## src/rtl/latch_defs_pkg.sv

```systemverilog
// rtl/latch_defs_pkg.sv - shared state encodings and default parameters for latch_sampler
package latch_defs_pkg;

    localparam int DEFAULT_WIDTH    = 8;
    localparam int DEFAULT_DEBOUNCE = 4;

    typedef enum logic [1:0] {
        STABLE_LOW  = 2'b00,
        CHECK_HIGH  = 2'b01,
        STABLE_HIGH = 2'b10,
        CHECK_LOW   = 2'b11
    } debState_t;

endpackage

```

## src/rtl/two_flop_sync.sv

```systemverilog
// rtl/two_flop_sync.sv - two-flop synchronizer for a single asynchronous bit
module two_flop_sync (
    input  logic Clk,
    input  logic notRst,
    input  logic D,
    output logic Q
);

    logic meta;

    always_ff @(posedge Clk or negedge notRst) begin
        if (!notRst) begin
            meta <= 1'b0;
            Q    <= 1'b0;
        end else begin
            meta <= D;
            Q    <= meta;
        end
    end

endmodule

```

## src/rtl/latch_sampler.sv

```systemverilog
// rtl/latch_sampler.sv - synchronizes and debounces a d_latch output, emits edge pulses and counts rises
module latch_sampler
    import latch_defs_pkg::*;
#(
    parameter int WIDTH    = DEFAULT_WIDTH,
    parameter int DEBOUNCE = DEFAULT_DEBOUNCE
) (
    input  logic             Clk,
    input  logic             notRst,
    input  logic             LatchQ,
    input  logic             CountEn,
    input  logic             Clear,
    output logic             Level,
    output logic             Rise,
    output logic             Fall,
    output logic [WIDTH-1:0] Count,
    output logic             Overflow
);

    localparam logic [7:0] RUN_LAST = 8'(DEBOUNCE - 1);

    logic      s;
    debState_t state;
    logic [7:0] run;

    two_flop_sync uSync (
        .Clk    (Clk),
        .notRst (notRst),
        .D      (LatchQ),
        .Q      (s)
    );

    // run counts consecutive samples of the candidate level, the first one included
    always_ff @(posedge Clk or negedge notRst) begin
        if (!notRst) begin
            state <= STABLE_LOW;
            run   <= 8'd0;
            Level <= 1'b0;
            Rise  <= 1'b0;
            Fall  <= 1'b0;
        end else begin
            Rise <= 1'b0;
            Fall <= 1'b0;
            case (state)
                STABLE_LOW: begin
                    if (s) begin
                        state <= CHECK_HIGH;
                        run   <= 8'd1;
                    end else begin
                        run <= 8'd0;
                    end
                end
                CHECK_HIGH: begin
                    if (!s) begin
                        state <= STABLE_LOW;
                        run   <= 8'd0;
                    end else if (run == RUN_LAST) begin
                        state <= STABLE_HIGH;
                        run   <= 8'd0;
                        Level <= 1'b1;
                        Rise  <= 1'b1;
                    end else begin
                        run <= run + 8'd1;
                    end
                end
                STABLE_HIGH: begin
                    if (!s) begin
                        state <= CHECK_LOW;
                        run   <= 8'd1;
                    end else begin
                        run <= 8'd0;
                    end
                end
                CHECK_LOW: begin
                    if (s) begin
                        state <= STABLE_HIGH;
                        run   <= 8'd0;
                    end else if (run == RUN_LAST) begin
                        state <= STABLE_LOW;
                        run   <= 8'd0;
                        Level <= 1'b0;
                        Fall  <= 1'b1;
                    end else begin
                        run <= run + 8'd1;
                    end
                end
            endcase
        end
    end

    // Clear wins over a coincident increment, so that rising event is lost
    always_ff @(posedge Clk or negedge notRst) begin
        if (!notRst) begin
            Count    <= '0;
            Overflow <= 1'b0;
        end else if (Clear) begin
            Count    <= '0;
            Overflow <= 1'b0;
        end else if (Rise && CountEn) begin
            Count <= Count + WIDTH'(1);
            if (Count == '1) begin
                Overflow <= 1'b1;
            end
        end
    end

endmodule

```

## config.mk

```make
export PLATFORM = sky130hd
export DESIGN_NAME = latch_sampler
export DESIGN_NICKNAME = d
export VERILOG_FILES = /design/src/rtl/latch_defs_pkg.sv /design/src/rtl/two_flop_sync.sv /design/src/rtl/latch_sampler.sv
export SDC_FILE = /design/constraint.sdc
export NUM_CORES = 1
export LEC_CHECK = 0
export CORE_UTILIZATION = 44
export CTS_CLUSTER_DIAMETER = 100
export CTS_CLUSTER_SIZE = 10
export DETAILED_ROUTE_END_ITERATION = 16
export PLACE_DENSITY = 0.67
export SLEW_MARGIN = 40
export SYNTH_ARGS = -nofsm -noshare
export SYNTH_HDL_FRONTEND = slang
export SYNTH_SLANG_ARGS = --single-unit
```

## constraint.sdc

```tcl
create_clock -name Clk -period 2.87 [get_ports Clk]
set_clock_uncertainty 0.1 [all_clocks]
set_input_delay 0.4305 -clock Clk [delete_from_list [all_inputs] [get_ports Clk]]
set_output_delay 0.4305 -clock Clk [all_outputs]
set_load 0.02 [all_outputs]
```

==> flow_metrics.py <==
metrics = {
    "critical_path": {
        "cp.arrival_ns": 1.41,
        "critPathMaxStageDelay_ns": 0.63,
        "cp_top_family": "buffers and inverters",
        "crit_path_start_kind": "flop",
        "crit_chain": "clkdlybuf4s50_1",
        "crit_fanout": 6,
        "crit_buf_inv": 1,
        "ff2ff_path_depth": 4,
        "slowest_stage": "clkdlybuf4s50_1",
        "r2r_start": "run[0]",
        "worst_ep_required_time_ns": 2.34,
        "r2r_end": "Level",
        "crit_path_end_kind": "output port",
        "critical_path_class": "reg -> out",
        "regToRegSetupSlack_ns": 1.10,
    },
    "synth": {
        "ys_types": 29,
        "syn_area_sq_mm": 0.00113,
        "syn-num-nets": 117,
        "synth.avg_cell_area_sq_um": 10.2,
        "ys_seq_elements": 24,
        "synth_top_area_share_pct": 53.3,
        "ys_warn_count": 0,
        "seq_area_frac_synth_pct": 53.3,
        "synth.largest_area_cell": "dfrtp_1",
        "syn_inst": 110,
        "ys_top_cells_by_area": "dfrtp_1 (53%), a21oi_1 (5.3%), o21ai_0 (3.6%), nand3_1 (3.1%), xor2_1 (3.1%)",
    },
    "cts": {
        "cts_max_path_buffers": 2,
        "hold_buffers": 0,
        "cts_max_level": 1,
        "path_clk_slew_ns": 0.14,
        "clkLatencyLatePin_ns": 0.31,
        "post_cts_buffers": 0,
        "cts_sinks": 24,
        "cts_tree": "built",
        "cts_resized": 0,
        "cts-root-buf": "clkbuf_4",
        "numCtsBuffers": 3,
    },
    "pwr": {
        "seqPwrFrac_pct": 56.7,
        "static-leakage-power_nw": 0.532,
        "power_density_mw_per_mm2": 530,
        "p_sw_share_pct": 29.6,
        "power.internal_uw": 507,
        "clockPowerShare_pct": 25.1,
        "ir_drop_mv": 0.418,
        "p_sw_uw": 213,
        "combPwrFrac_pct": 18.2,
    },
    "placed_design": {
        "dpl.cell_count": 153,
        "io_buffers": 16,
        "gp_congestion": 0.711,
        "dp_hpwl_mm": 1.47,
        "pre_cts_ws_ns": 0.816,
    },
    "floorplan": {
        "die_x_microns": 52.6,
        "start_util_pct": 48.6,
        "dieArea_sq_mm": 0.00277,
        "die_h_microns": 52.6,
        "coreArea_sq_mm": 0.00232,
        "ioPinCount": 17,
        "rows": 17,
    },
    "finish": {
        "final_cell_mix": "dfrtp_1 (24), clkdlybuf4s50_1 (16), a21oi_1 (12)",
        "num_antenna_cells": 0,
        "layout_commonest_cell": "dfrtp_1",
        "instances_no_fill": 157,
        "area_growth_pct": 20.5,
        "drive_gt1_share_pct": 6.98,
        "layout.nets": 137,
    },
    "drt": {
        "drt_iter0_drc": 13,
        "wl_per_cell_microns": 12.8,
        "vias": 883,
        "ant_nets": 0,
        "drt_first_pass_iters": 4,
        "vias_per_cell": 5.62,
        "drc": 0,
        "wirelength_mm": 2.00,
    },
    "timing": {
        "worst_slew_pin_slew_ns": 0.372,
        "setup_violations": 0,
        "rsz0062_at_grt": "false",
        "maxSlewHeadroom_pct": 75.0,
        "finalCritPeriodShare_pct": 67.5,
        "setup_tns_ns": 0,
        "post-route-worst-setup-slack_ns": 0.934,
        "slew_violations": 0,
        "hold_violations": 0,
        "timing.fmax_ghz": 0.517,
        "period_needed_ns": 1.94,
    },
    "grt": {
        "antenna_found_initial": 0,
        "grtUsageMet2_pct": 27.8,
        "grt_util_met1_pct": 22.4,
        "grt_pass1_wl_mm": 3.44,
        "top_usage_layer": "met2",
        "grt_max_degree": 25,
        "grt_pass1_vias": 793,
        "grt_overflow": 0,
        "track_usage_pct": 17.0,
        "grtUsageMet3_pct": 3.48,
    },
    "hold_path": {
        "hold_end": "uSync.Q",
        "holdPathStages": 0,
        "min_path_type": "reg -> reg",
        "hp-start": "uSync.meta",
    },
    "run_status": {
        "outcome": "finished clean",
    },
    "job": {
        "drv_cap": 0,
    },
}
-- stage by stage --
step	power [mW]	cell area, sq um	utilization (%)	hold WS (ns)
6_report	0.720	1360	58.6	0.285
5_1_grt	0.761	1360	58.6	0.298
4_1_cts	0.726	1360	58.6	0.290
3_5_place_dp	0.549	1320	57.0	0.260
3_3_place_gp	0.544	1320	57.0	0.242
2_1_floorplan	0.503	1130	-	0.0349
-- synth_stat cells --
| cell type | n |
|---|---|
| xor2_1 | 4 |
| a21boi_0 | 1 |
| or3_2 | 1 |
| nor4_4 | 1 |
| nand2_1 | 9 |
| nand2b_1 | 2 |
| nand4_1 | 2 |
| o211ai_1 | 1 |
| inv_1 | 5 |
| a21oi_1 | 12 |
| o22ai_1 | 1 |
| or4bb_1 | 1 |
| or4_4 | 1 |
| a211o_2 | 1 |
| nor2b_1 | 1 |
| clkbuf_1 | 2 |
| o21ai_0 | 8 |
| o31ai_1 | 3 |
| xnor2_1 | 2 |
| nor4bb_1 | 1 |
| or3_1 | 5 |
| or4_1 | 4 |
| dfrtp_1 | 24 |
| ha_1 | 2 |
| nor2_1 | 6 |
| nor3b_1 | 1 |
| nand3_1 | 7 |
| or4b_1 | 1 |
| nor4_1 | 1 |
-- worst max path at each step --
stage                         from       end  slack, ns  cells after the start
after floorplan           Count[0]  Count[6]       1.24                      4
after global placement     CountEn  Overflow       0.86                      4
after detailed placement   CountEn  Overflow       0.82                      4
after CTS                 Count[4]  Count[4]       0.92                      1
after global routing      Count[4]  Count[4]       0.89                      1
final                     Count[4]  Count[4]       0.93                      1
-- kinds of logic after synthesis --
family | synth area share [%]
adders and majority gates | 2.22
and+or+nand+nor | 23.9
AOI/OAI and AO/OA | 13.7
buffers and inverters | 2.33
DFF | 53.3
xor gates and xnor gates | 4.66
-- per-layer routing --
layer | routed length, microns | vias up
li1 | - | 437
met1 | 991 | 417
met2 | 916 | 23
met3 | 68 | 6
met4 | 25 | 0
met5 | 0 | -
-- state kept, by name, summed over array words and instances (netlist names), named ones only --
| name | count |
|---|---|
| uSync.meta | 1 |
| run | 8 |
| Level | 1 |
| Fall | 1 |
| Rise | 1 |
| state | 1 |
| Count | 8 |
| uSync.Q | 1 |
| Overflow | 1 |
-- power groups by stage --
| stage | clock [mW] | combinational (mW) | sequential [mW] |
|---|---|---|---|
| 3_3_place_gp | 0 | 0.130 | 0.414 |
| 4_1_cts | 0.183 | 0.134 | 0.409 |
| 2_1_floorplan | 0 | 0.0933 | 0.410 |
| 3_5_place_dp | 0 | 0.134 | 0.416 |
| 6_report | 0.181 | 0.131 | 0.408 |
| 5_1_grt | 0.196 | 0.150 | 0.415 |
-- cell type report --
class,instances,area [sq um]
multi-input cells,79,500
fillers,208,960
repair buffers,17,168
clock buffers,4,36.3
well taps,28,35.0
inverters,5,18.8
flip-flops and latches,24,601
Power figures use the tool's default switching activity.
